$ cat src/rtl/mac_pkg.sv
// Shared definitions for the MAC operand feeder: default operand width,
// feeder FSM state encoding and the signed operand pair payload.
package mac_pkg;

    localparam int unsigned DEFAULT_DATA_W = 8;

    typedef enum logic [1:0] {
        IDLE  = 2'd0,
        ISSUE = 2'd1,
        DRAIN = 2'd2,
        FIN   = 2'd3
    } feeder_state_t;

    typedef struct packed {
        logic signed [DEFAULT_DATA_W-1:0] a;
        logic signed [DEFAULT_DATA_W-1:0] b;
    } operand_pair_t;

endpackage

$ cat src/rtl/operand_buffer.sv
// Operand-pair storage: DEPTH entries of WIDTH bits, synchronous write,
// combinational read. Contents are deliberately not reset.
// Ports: clk; wr_en/wr_addr/wr_data write port (out-of-range index dropped);
//        rd_addr/rd_data asynchronous read port.
module operand_buffer #(
    parameter int unsigned DEPTH = 16,
    parameter int unsigned WIDTH = 16
) (
    input  logic                     clk,
    input  logic                     wr_en,
    input  logic [$clog2(DEPTH)-1:0] wr_addr,
    input  logic [WIDTH-1:0]         wr_data,
    input  logic [$clog2(DEPTH)-1:0] rd_addr,
    output logic [WIDTH-1:0]         rd_data
);

    logic [WIDTH-1:0] mem [DEPTH];

    // Write port; indices past the last entry are silently dropped.
    always_ff @(posedge clk) begin
        if (wr_en && (32'(wr_addr) < DEPTH)) begin
            mem[wr_addr] <= wr_data;
        end
    end

    assign rd_data = mem[rd_addr];

endmodule

$ cat src/rtl/mac_operand_feeder.sv
// Stream source for the signed MAC: issues buffered operand pairs one per
// cycle (pause-aware), counts MAC result strobes, then signals completion
// or a drain timeout.
// Ports: clk, reset (sync, active-high); wr_en/wr_addr/wr_a/wr_b buffer load
//        (ignored while busy); len/start run control; pause issue hold;
//        mac_valid result strobe from the MAC; a/b/valid_out operand stream;
//        busy run status; done one-cycle completion; error sticky timeout.
module mac_operand_feeder
    import mac_pkg::*;
#(
    parameter int unsigned DATA_W    = DEFAULT_DATA_W,
    parameter int unsigned DEPTH     = 16,
    parameter int unsigned DRAIN_MAX = 8
) (
    input  logic                     clk,
    input  logic                     reset,
    input  logic                     wr_en,
    input  logic [$clog2(DEPTH)-1:0] wr_addr,
    input  logic signed [DATA_W-1:0] wr_a,
    input  logic signed [DATA_W-1:0] wr_b,
    input  logic [$clog2(DEPTH):0]   len,
    input  logic                     start,
    input  logic                     pause,
    input  logic                     mac_valid,
    output logic signed [DATA_W-1:0] a,
    output logic signed [DATA_W-1:0] b,
    output logic                     valid_out,
    output logic                     busy,
    output logic                     done,
    output logic                     error
);

    localparam int unsigned AW = $clog2(DEPTH);
    localparam int unsigned LW = AW + 1;
    localparam int unsigned CW = $clog2(DRAIN_MAX + 1);
    localparam int unsigned PW = 2 * DATA_W;

    feeder_state_t            state, state_d;
    logic [LW-1:0]            len_q, len_d, len_clamped;
    logic [LW-1:0]            result_cnt, result_d;
    logic [AW-1:0]            issue_idx, issue_d;
    logic [CW-1:0]            drain_cnt, drain_d;
    logic signed [DATA_W-1:0] a_d, b_d;
    logic                     valid_d, busy_d, done_d, error_d;
    logic [PW-1:0]            rd_data;

    operand_buffer #(
        .DEPTH (DEPTH),
        .WIDTH (PW)
    ) u_buf (
        .clk     (clk),
        .wr_en   (wr_en && !busy),
        .wr_addr (wr_addr),
        .wr_data ({wr_a, wr_b}),
        .rd_addr (issue_idx),
        .rd_data (rd_data)
    );

    assign len_clamped = (len > LW'(DEPTH)) ? LW'(DEPTH) : len;

    // Next-state and next-output logic.
    always_comb begin
        state_d  = state;
        len_d    = len_q;
        issue_d  = issue_idx;
        result_d = result_cnt;
        drain_d  = drain_cnt;
        a_d      = a;
        b_d      = b;
        valid_d  = 1'b0;
        done_d   = 1'b0;
        error_d  = error;

        // Result strobes count in any busy state, saturating at the run length.
        if ((state != IDLE) && mac_valid && (result_cnt < len_q)) begin
            result_d = result_cnt + LW'(1);
        end

        case (state)
            IDLE: begin
                if (start) begin
                    len_d    = len_clamped;
                    error_d  = 1'b0;
                    issue_d  = '0;
                    result_d = '0;
                    drain_d  = '0;
                    state_d  = (len_clamped != '0) ? ISSUE : FIN;
                end
            end
            ISSUE: begin
                if (!pause) begin
                    a_d     = rd_data[PW-1:DATA_W];
                    b_d     = rd_data[DATA_W-1:0];
                    valid_d = 1'b1;
                    issue_d = issue_idx + AW'(1);
                    if (LW'(issue_idx) == (len_q - LW'(1))) begin
                        drain_d = '0;
                        state_d = DRAIN;
                    end
                end
            end
            DRAIN: begin
                if (result_cnt == len_q) begin
                    state_d = FIN;
                end else if (drain_cnt == CW'(DRAIN_MAX - 1)) begin
                    error_d = 1'b1;
                    state_d = FIN;
                end else begin
                    drain_d = drain_cnt + CW'(1);
                end
            end
            FIN: begin
                done_d  = 1'b1;
                state_d = IDLE;
            end
            default: state_d = IDLE;
        endcase

        busy_d = (state_d != IDLE);
    end

    // State and output registers.
    always_ff @(posedge clk) begin
        if (reset) begin
            state      <= IDLE;
            len_q      <= '0;
            issue_idx  <= '0;
            result_cnt <= '0;
            drain_cnt  <= '0;
            a          <= '0;
            b          <= '0;
            valid_out  <= 1'b0;
            busy       <= 1'b0;
            done       <= 1'b0;
            error      <= 1'b0;
        end else begin
            state      <= state_d;
            len_q      <= len_d;
            issue_idx  <= issue_d;
            result_cnt <= result_d;
            drain_cnt  <= drain_d;
            a          <= a_d;
            b          <= b_d;
            valid_out  <= valid_d;
            busy       <= busy_d;
            done       <= done_d;
            error      <= error_d;
        end
    end

endmodule

$ cat config.mk
export PLATFORM = sky130hd
export DESIGN_NAME = mac_operand_feeder
export DESIGN_NICKNAME = d
export VERILOG_FILES = /design/src/rtl/mac_pkg.sv /design/src/rtl/operand_buffer.sv /design/src/rtl/mac_operand_feeder.sv
export SDC_FILE = /design/constraint.sdc
export NUM_CORES = 1
export LEC_CHECK = 0
export CAP_MARGIN = 20
export CORE_UTILIZATION = 50
export DETAILED_ROUTE_END_ITERATION = 12
export HOLD_SLACK_MARGIN = 0.02
export MAX_ROUTING_LAYER = met4
export PLACE_DENSITY = 0.77
export SLEW_MARGIN = 20
export SYNTH_ARGS = -nofsm -noshare
export SYNTH_HDL_FRONTEND = slang
export SYNTH_SLANG_ARGS = --single-unit
$ cat constraint.sdc
create_clock -name clk -period 3.2 [get_ports clk]
set_input_delay 0.48 -clock clk [delete_from_list [all_inputs] [get_ports clk]]
set_output_delay 0.48 -clock clk [all_outputs]
set_load 0.03 [all_outputs]
==> metrics.csv <==
metric,value,unit
status,"finished, final reports clean",
PnR Total Power,7.847,mW
gr ovfl total,0,
relative slew slack,43.35,%
synthesized area per cell,19.01,um^2
Min-Delay Endpoint,error,
"EDFF count, synth",256,
Multi-input gate area,2909,um^2
die area,23760,um^2
Worst Hold Class,reg2reg,
FF/Latch Area,8494,um^2
IO Count,51,
CP Class,reg2reg,
Detailed Route WL,24.20,mm
final critical-path required period,2.176,ns
Port Buffers,50,
max_cap viols,0,
Reg2Reg Setup Slack,1.02,ns
vias post-DR,6010,
synth top area cells,"edfxtp_1, mux4_2, dfxtp_1",
via-per-instance ratio,6.058,
crit-path leading delay family,flip-flops,
dominant cell by count in the synthesized netlist,edfxtp_1,
"Seq/Total Area, Yosys",73.33,%
FF-to-FF End,b[6],
Die X,154.2,um
CP Launch Type,register,
CTS tree,built,
max incr delay on CP,0.79,ns
Post-Place Setup Slack,0.6787,ns
Final Setup Violations,0,
Routed WL per cell,24.40,um
DRC Markers,0,
final instance area,13500,um^2
Core Area,22640,um^2
Yosys top cell area share,66.41,%
Initial Util,51.12,%
Clock Tree Root,clkbuf_16,
largest area contributor in the netlist,edfxtp_1,
CP Cell Sequence,buf_12 > mux4_2 > mux2i_1 > o221ai_1,
Pint,6.311,mW
HP Start,error,
1st-iter DRT viols,532,
Tcrit/Tclk final,68.00,%
Worst Slack Setup Final,1.024,ns
RSZ-0062 raised after global routing,no,
Hold Path Depth,2,
Synth Flop Type,edfxtp_1,
Seq pwr share,54.4,%
r2r startpoint,issue_idx[2],
number of cells on the worst reg-to-reg path,4,
synth warn,0,
vias in the first global route,6195,
share of power burned in combinational logic,3.9,%
# rows,55,
switching portion of total power,19.57,%
GRT Total Usage,21.72,%
nets,725,
CTS buffer count,28,
PD cells,581.5,nW/um^2
Crit Path Max Fanout,47,
critical path required time,3.57,ns
DPL Wire Length,15.08,mm
Worst-Skew Late Latency,0.54,ns
Post-Syn Nets,649,
max-slew violations,0,
placed inst area,12560,um^2
CTS Sinks,296,
Net Sw Power,1.536,mW
final-layout fill cell count,1560,
Post-CTS Setup Repair Bufs,0,
worst-path cell with the longest stage delay,dfxtp_2,
Antenna diodes,0,
Worst Tran Pin Value,0.8472,ns
Worst Path Buf+Inv,1,
fmax,0.4596,GHz
Synth Cell Area,11570,um^2
Setup TNS Final,0,ns
post-CTS sizing,0,
Antenna Violating Nets Remaining,0,
clock power share,41.6,%
GP Congestion,0.8404,
hold_buf cts,0,
initial antenna violation count,0,
crit end category,register,
number of iterations in the first detailed-routing pass,5,
Static Leak,4.214,nW
H-tree levels,1,
Fin. Hold Viols,0,
worst clock skew,0.007036,ns
Critical Path AT,2.55,ns
"FF+latch count, synth",296,
Async SR Flop Fraction,0,%
Die Y-Extent,154.2,um
VDD IR max,285.4,uV
Post-Syn Instances,609,
first-pass GRT wire length,36.87,mm
Clock transition at path regs,0.06,ns
ratio of cells with drive above 1 in the final layout,20.08,%
largest net degree at the start of global routing,48,
most common library cells after synthesis,"edfxtp_1, mux4_2, dfxtp_1, nor2_1, mux2i_1",
Max Root-Sink Buffers,3,
synth unique cells,45,
Synth-to-Final Area Change,16.59,%
-- per-stage QoR --
step,util (%),hold slack [ns],std cells
after global placement,55.47,0.4712,940
final,59.61,0.4778,992
after global routing,59.61,0.5314,992
after CTS,59.61,0.4859,992
after floorplan,-,0.4450,609
after detailed placement,55.47,0.4715,940
-- worst max-delay path by stage --
stage            startpoint              end  slack (ns)  cells after the start
2_1_floorplan          busy  u_buf.mem[8][0]        0.55                      3
3_3_place_gp          pause             b[3]        0.84                      5
3_5_place_dp          pause             b[6]        0.68                      5
4_1_cts        issue_idx[1]             a[3]        0.98                      4
5_1_grt        issue_idx[1]     drain_cnt[0]        0.82                      6
6_report       issue_idx[2]             b[6]        1.02                      4
-- registers in the layout (all words and copies together) (netlist names) --
signal	flops
u_buf.mem	256
a	8
b	8
len_q	5
result_cnt	5
drain_cnt	4
issue_idx	4
state	2
busy	1
done	1
error	1
valid_out	1
-- worst min-delay path, cell delays in order (launching register included) --
cell     delay [ns]
dfxtp_1        0.33
a31oi_1        0.04
nor2_1         0.07
-- cell usage in the layout (no fill, tap or decap), types with 6 or more instances in the layout --
cell type	count
mux4_2	64
clkdlybuf4s50_1	50
dfxtp_1	37
buf_4	21
clkbuf_16	30
mux2i_1	33
clkbuf_8	7
nand2b_1	6
ha_1	9
xnor2_1	8
clkbuf_1	8
inv_1	11
a21oi_1	9
nor2_1	39
nand3b_1	21
edfxtp_1	256
nand2_1	14
o221ai_1	16
-- power groups by stage --
stage | combinational (mW) | sequential (mW) | clock [mW]
after global routing | 0.329 | 4.28 | 3.45
after detailed placement | 0.305 | 4.35 | 0
final | 0.306 | 4.27 | 3.27
after floorplan | 0.140 | 4.36 | 0
after global placement | 0.293 | 4.35 | 0
after CTS | 0.308 | 4.27 | 3.32
-- layout make-up --
| type | count | area share [%] |
|---|---|---|
| Clock buffer | 45 | 6.499 |
| Clock inverter | 7 | 0.4358 |
| Timing Repair Buffer | 76 | 5.618 |
| Tap cell | 285 | 2.642 |
| Multi-Input combinational cell | 272 | 21.56 |
| Inverter | 11 | 0.3060 |
| Sequential cell | 296 | 62.94 |
-- cell families (layout without fill, tap and decap cells) --
logic type                 count (synthesis)  count (layout)  synth area share (%)
DFF                                      296             296                 73.33
and+or+nand+nor                          112             112                 5.221
adders and majority gates                  9               9                0.9729
AOI/OAI and AO/OA                         43              43                 2.627
muxes                                     97              97                 15.31
xor gates and xnor gates                  11              11                0.8324
buffers and inverters                     41             139                 1.708
-- layer usage --
| metal | global-route usage, % | up-vias | share of wire (%) |
|---|---|---|---|
| met5 | - | - | 0 |
| met4 | 6.476 | 0 | 2.3 |
| met3 | 2.931 | 47 | 6.8 |
| met2 | 36.75 | 250 | 52 |
| met1 | 27.50 | 3105 | 39 |
| li1 | - | 2608 | - |
No activity file was read; power rests on OpenSTA's default activity.
